## src/rtl/mem_stage_ctrl.sv

```systemverilog
// MEM-stage controller: req/ack data-memory handshake with pipeline stall, branch/jump redirect, bubble-safe WB fields.
// Optional MEM_TIMEOUT_EN: abort an access after TIMEOUT cycles without ack and raise sticky mem_err.
module mem_stage_ctrl #(
  parameter int unsigned TIMEOUT = 255
) (
  input  logic        clk,
  input  logic        rst,
  input  logic        RegWrite_in,
  input  logic        MemtoReg_in,
  input  logic        Branch_in,
  input  logic        MemRead_in,
  input  logic        MemWrite_in,
  input  logic        Jump_in,
  input  logic        ALU_zero_in,
  input  logic [31:0] jump_addr_in,
  input  logic [31:0] branch_addr_in,
  input  logic [31:0] ALU_result_in,
  input  logic [31:0] reg_read_data_2_in,
  input  logic [4:0]  EX_MEM_RegisterRd_in,
  input  logic        dmem_ack,
  input  logic [31:0] dmem_rdata,
  output logic        dmem_req,
  output logic        dmem_we,
  output logic [31:0] dmem_addr,
  output logic [31:0] dmem_wdata,
  output logic        mem_stall,
  output logic        pc_sel,
  output logic [31:0] pc_target,
  output logic        flush,
  output logic        RegWrite_out,
  output logic        MemtoReg_out,
  output logic [31:0] ALU_result_out,
  output logic [31:0] mem_read_data_out,
  output logic [4:0]  MEM_WB_RegisterRd_out,
  output logic        mem_err
);

  if (TIMEOUT < 1 || TIMEOUT > 255) begin : g_bad_timeout
    $error("mem_stage_ctrl: TIMEOUT must be in 1..255");
  end

  typedef enum logic [1:0] {IDLE, ACCESS, DONE} state_t;

  state_t      state_q, state_d;
  logic        req_q, req_d;
  logic        we_q, we_d;
  logic [31:0] addr_q, addr_d;
  logic [31:0] wdata_q, wdata_d;
  logic [31:0] hold_q, hold_d;
  logic        mem_op;

`ifdef MEM_TIMEOUT_EN
  logic [7:0]  cnt_q, cnt_d;
  logic        err_q, err_d;
`endif

  assign mem_op = MemRead_in | MemWrite_in;

  always_ff @(posedge clk or posedge rst) begin
    if (rst) begin
      state_q <= IDLE;
      req_q   <= 1'b0;
      we_q    <= 1'b0;
      addr_q  <= '0;
      wdata_q <= '0;
      hold_q  <= '0;
`ifdef MEM_TIMEOUT_EN
      cnt_q   <= '0;
      err_q   <= 1'b0;
`endif
    end else begin
      state_q <= state_d;
      req_q   <= req_d;
      we_q    <= we_d;
      addr_q  <= addr_d;
      wdata_q <= wdata_d;
      hold_q  <= hold_d;
`ifdef MEM_TIMEOUT_EN
      cnt_q   <= cnt_d;
      err_q   <= err_d;
`endif
    end
  end

  always_comb begin
    state_d = state_q;
    req_d   = req_q;
    we_d    = we_q;
    addr_d  = addr_q;
    wdata_d = wdata_q;
    hold_d  = hold_q;
`ifdef MEM_TIMEOUT_EN
    cnt_d   = cnt_q;
    err_d   = err_q;
`endif
    unique case (state_q)
      IDLE: begin
        if (mem_op) begin
          addr_d  = ALU_result_in;
          wdata_d = reg_read_data_2_in;
          we_d    = MemWrite_in;  // read+write together is a write
          req_d   = 1'b1;
`ifdef MEM_TIMEOUT_EN
          cnt_d   = '0;
`endif
          state_d = ACCESS;
        end
      end
      ACCESS: begin
        if (dmem_ack) begin
          if (!we_q) hold_d = dmem_rdata;
          req_d   = 1'b0;
          state_d = DONE;
        end
`ifdef MEM_TIMEOUT_EN
        else if (cnt_q == 8'(TIMEOUT - 1)) begin
          req_d   = 1'b0;
          hold_d  = '0;
          err_d   = 1'b1;
          state_d = DONE;
        end else begin
          cnt_d = cnt_q + 8'd1;
        end
`endif
      end
      DONE:    state_d = IDLE;
      default: state_d = IDLE;
    endcase
  end

  assign mem_stall = (state_q == ACCESS) | ((state_q == IDLE) & mem_op);

  assign dmem_req   = req_q;
  assign dmem_we    = we_q;
  assign dmem_addr  = addr_q;
  assign dmem_wdata = wdata_q;

  // Redirect only once the instruction is free to leave MEM
  assign pc_sel    = (Jump_in | (Branch_in & ALU_zero_in)) & ~mem_stall;
  assign pc_target = Jump_in ? jump_addr_in : branch_addr_in;
  assign flush     = pc_sel;

  assign RegWrite_out          = RegWrite_in & ~mem_stall;
  assign MemtoReg_out          = MemtoReg_in;
  assign ALU_result_out        = ALU_result_in;
  assign MEM_WB_RegisterRd_out = EX_MEM_RegisterRd_in;
  assign mem_read_data_out     = hold_q;

`ifdef MEM_TIMEOUT_EN
  assign mem_err = err_q;
`else
  assign mem_err = 1'b0;
`endif

endmodule

```

## config.mk

```make
export PLATFORM = sky130hd
export DESIGN_NAME = mem_stage_ctrl
export DESIGN_NICKNAME = d
export VERILOG_FILES = /design/src/rtl/mem_stage_ctrl.sv
export SDC_FILE = /design/constraint.sdc
export NUM_CORES = 1
export LEC_CHECK = 0
export BUFFER_PORTS_ARGS = -buffer_cell sky130_fd_sc_hd__buf_2
export CORE_AREA = 2 2 135 137
export DETAILED_ROUTE_END_ITERATION = 10
export DIE_AREA = 0 0 137 139
export HOLD_SLACK_MARGIN = 0.02
export PLACE_DENSITY = 0.56
export SLEW_MARGIN = 20
export SYNTH_ARGS = -nofsm -noshare
export SYNTH_HDL_FRONTEND = slang
export SYNTH_SLANG_ARGS = --single-unit
export TNS_END_PERCENT = 20
```

## constraint.sdc

```tcl
create_clock -name clk -period 3.7 [get_ports clk]
set_input_delay 0.37 -clock clk [delete_from_list [all_inputs] [get_ports clk]]
set_output_delay 0.37 -clock clk [all_outputs]
set_load 0.05 [all_outputs]
```

# Yosys cells after proc, flatten, opt, wreduce, memory -nomap -nowiden
# Cells that the tools add are included.
# word_totals
ff_bits	100
# op_classes
eq_ne	3
bitwise	9
reduce_logical	6
muxes	7
# op_table
operator	n
32-bit two-way mux	1
3-bit AND reduction	2
1-bit bitwise AND	4
2-bit two-way mux	2
2-bit != test, second input constant	2
2-bit one-hot mux with 2 select lines	1
2-bit AND reduction	2
1-bit OR	3
2-bit by 1-bit == test with 1-bit output, second input constant	1
2-bit logical NOT	1
1-bit two-way mux	2
1-bit inverter	2
1-bit one-hot mux with 2 select lines	1
2-bit nonzero test	1

# Depth between registers and ports, before layout
# depth
depth_word	5
ltp_mapped	5
depth_no_buf	3

# Worst setup path before layout
# No wires, ideal clock.
# synth_timing
path_kind	register to output
startpoint	register state_q[0]
endpoint	output pc_sel
t_required_ps	3330
path_stages_with_launch	5
path_slack_ps	1363
path_buffers	1
arrival_ps	1967
path_cell_list	dfrtp_1 nor3_1 nor2_1 nor2_1 buf_4
# synth_between
elab_chain_cells	5
# synth_lines
item	line	source
start, declared	44	state_t state_q, state_d;
start signal, assigned	72	state_q <= state_d;
2-bit logical NOT	131	assign mem_stall = (state_q == ACCESS) | ((state_q == IDLE) & mem_op);
1-bit bitwise AND	131	
1-bit OR *	131	
net mem_stall	26	output logic mem_stall,
1-bit inverter *	139	assign pc_sel = (Jump_in | (Branch_in & ALU_zero_in)) & ~mem_stall;
1-bit bitwise AND *	139	
end, declared	27	output logic pc_sel,
# Mark *: on every way through the listed nets, which the timed path passes. The rest lies on a longest branch.

# Worst setup path in the final report
# layout_timing
startpoint	register state_q[0]
endpoint	output pc_sel
# layout_between
elab_chain_cells	5
# layout_lines
item	line
2-bit logical NOT	131
1-bit bitwise AND	131
1-bit OR *	131
1-bit inverter *	139
1-bit bitwise AND *	139
# Every way passes the cells marked *; elsewhere a longest branch is shown, timed or not.

==> results.yml <==
critical_path:
  start_kind: "flip-flop"
  crit_type: "reg2out"
  critPathMaxFanout: 4
  slowest_delay_ns: 0.40
  path_common_cell: "nor2_1"
  r2r-start: "state_q[1]"
  cp_slowest_cell: "dfrtp_1"
  worstPathCellList: "nor3_1 > nor2_1 > nor2_1 > buf_2"
  critPathArrivalTime_ns: 1.65
  required_ns: 3.33
  startpoint: "state_q[0]"
  endpoint_kind: "primary output"
final_layout:
  areaGrowthSynthToFinish_pct: 39.6
  final_cell_mix: "buf_2, dfrtp_1, mux2_2"
  finalNetCount: 769
  layout-drive-gt1-share: 0.804
  antenna_cells: 0
  final_common_cell: "buf_2"
pwr:
  p_leak_nw: 3.35
  vdd_ir_drop_max_uv: 351
  powerDensity_nw_per_um2: 916
  finalPower_w: 0.00595
run_status:
  status: "finished, final reports clean"
sta:
  worst_pin_slew_ns: 0.882
  timing.fmax_mhz: 494
  min_period_over_period: 0.547
  slew_violations: 0
  timing.setup.tns_ns: 0
  fin_skew_ns: 0.00815
  min_period_ns: 2.02
  grt_setup_unrepaired: "no"
  relSlewSlack: 0.411
  finalHoldViolCount: 0
  setup_violations: 0
yosys:
  synth.area.top_cells: "dfrtp_1, mux2_2, mux2_4, buf_4, buf_12"
  synth_warnings: 0
  synth_top_area_frac: 0.537
  syn_area_per_cell_um2: 15.6
  synth_nets: 474
  yosysSeqAreaShare: 0.537
  ys_ff_latch: 100
  synthCells: 299
  yosysTopAreaCell: "dfrtp_1"
  ys_types: 24
  synthesis.area_um2: 4660
grt:
  grt_util_met2: 0.263
  grt_pass1_vias: 3760
  use_met3: 0.0292
  overflow: 0
  grt_max_degree: 67
  grt_pass1_wl_mm: 19.8
  globalRouteMet1Util: 0.135
  gr-usage-all-layers: 0.134
  top_usage_layer: "met2"
  antenna_found_initial: 0
drt:
  avgViaCountPerCell: 4.17
  drc: 0
  first_pass_iters: 3
  antenna_left: 0
  routed_wl_mm: 13.1
  drtIter0Drc: 68
  num_vias: 3452
  wire_per_inst_um: 15.9
min_path:
  hp-start: "reg_read_data_2_in[14]"
  holdCritPathClass: "in2reg"
die:
  dieWidth_um: 137
  ios: 348
  start_util: 0.264
  num_rows: 49
  dieArea_um2: 19000
  die-height_um: 139
  core_um2: 17700
cts:
  cts-root-buf: "clkbuf_16"
  cts_buffers: 9
  cts_setup_buffers: 0
  clk_path_buf_depth: 2
  htreeDepth: 3
  clk_latency_ns: 0.34
  clock_sinks: 100
  path_clk_slew_ns: 0.07
  cts_tree: "built"
  ctsResizeCount: 0
place:
  port_buffers: 334
  gp_congestion: 0.816
  dp_hpwl_mm: 10.3
run:
  maxCapViolCount: 0
[synthesized netlist by cell type (all sizes together)]
library cell	n
a21o	1
a21oi	1
a22o	1
buf	53
clkbuf	1
conb	1
dfrtp	100
inv	3
mux2	128
nand2	1
nand3b	1
nor2	4
nor2b	1
nor3	1
o21a	2
[layout make-up]
class | count | area (um2)
inverters | 3 | 13.8
flip-flops and latches | 100 | 2500
clock inverters | 4 | 50.0
fillers | 1760 | 11200
well taps | 229 | 287
clock buffers | 11 | 243
multi-input cells | 142 | 1680
repair buffers | 338 | 1720
[cell families after synthesis]
kind of cell	count (synthesis)	synth area share
flip-flops	100	0.537
AND/OR/NAND/NOR	8	0.0102
other	1	0.000805
multiplexers	128	0.340
buffers and inverters	57	0.102
AO/OA/AOI/OAI	5	0.00941
[metal layers]
| layer | share of wire | up-vias |
|---|---|---|
| li1 | - | 1579 |
| met2 | 0.56 | 185 |
| met1 | 0.35 | 1667 |
| met4 | 0.019 | 0 |
| met3 | 0.070 | 21 |
| met5 | 0 | - |
[worst max-delay path, delay by kind of cell, from the launching register on]
family / cells / cell delay [ns]
buf+inv: 1 / 0.32
flops: 1 / 0.40
simple gates: 3 / 0.59
[per-stage QoR]
stage	utilization	std cells	hold WS (ns)	setup WS (ns)	area, um2
floorplan	-	299	0.505	0.711	4660
global placement	0.349	810	0.345	1.66	6170
detailed placement	0.349	810	0.353	1.59	6170
CTS	0.366	826	0.235	1.59	6470
global route	0.368	827	0.240	1.59	6500
finish	0.368	827	0.253	1.68	6500
[power breakdown]
part           switching [W]  internal, W
Sequential          0.000234      0.00154
Clock               0.000407     0.000539
Combinational        0.00231     0.000916
Total                0.00295      0.00300
[state kept, by name, indices dropped and copies added, names as in the netlist]
signal             count
dmem_wdata            32
dmem_we                1
dmem_req               1
mem_read_data_out     32
dmem_addr             32
state_q                2
[worst paths after layout]
path	end	slack, ns	cells past startpoint
worst min-delay path	dmem_wdata[14]	0.25	2
max in group asynchronous	dmem_addr[12]	2.34	4
worst max-delay path	pc_sel	1.68	4
min in group asynchronous	dmem_addr[31]	0.53	3
worst min register to register	mem_read_data_out[14]	0.49	1
worst max register to register	mem_read_data_out[17]	1.78	3
[repair_timing]
item	4_1_cts	5_1_grt
hold buffers	1	0
hold endpoints to repair	22	0
setup endpoints to repair	0	0
No activity file was read; power rests on OpenSTA's default activity.
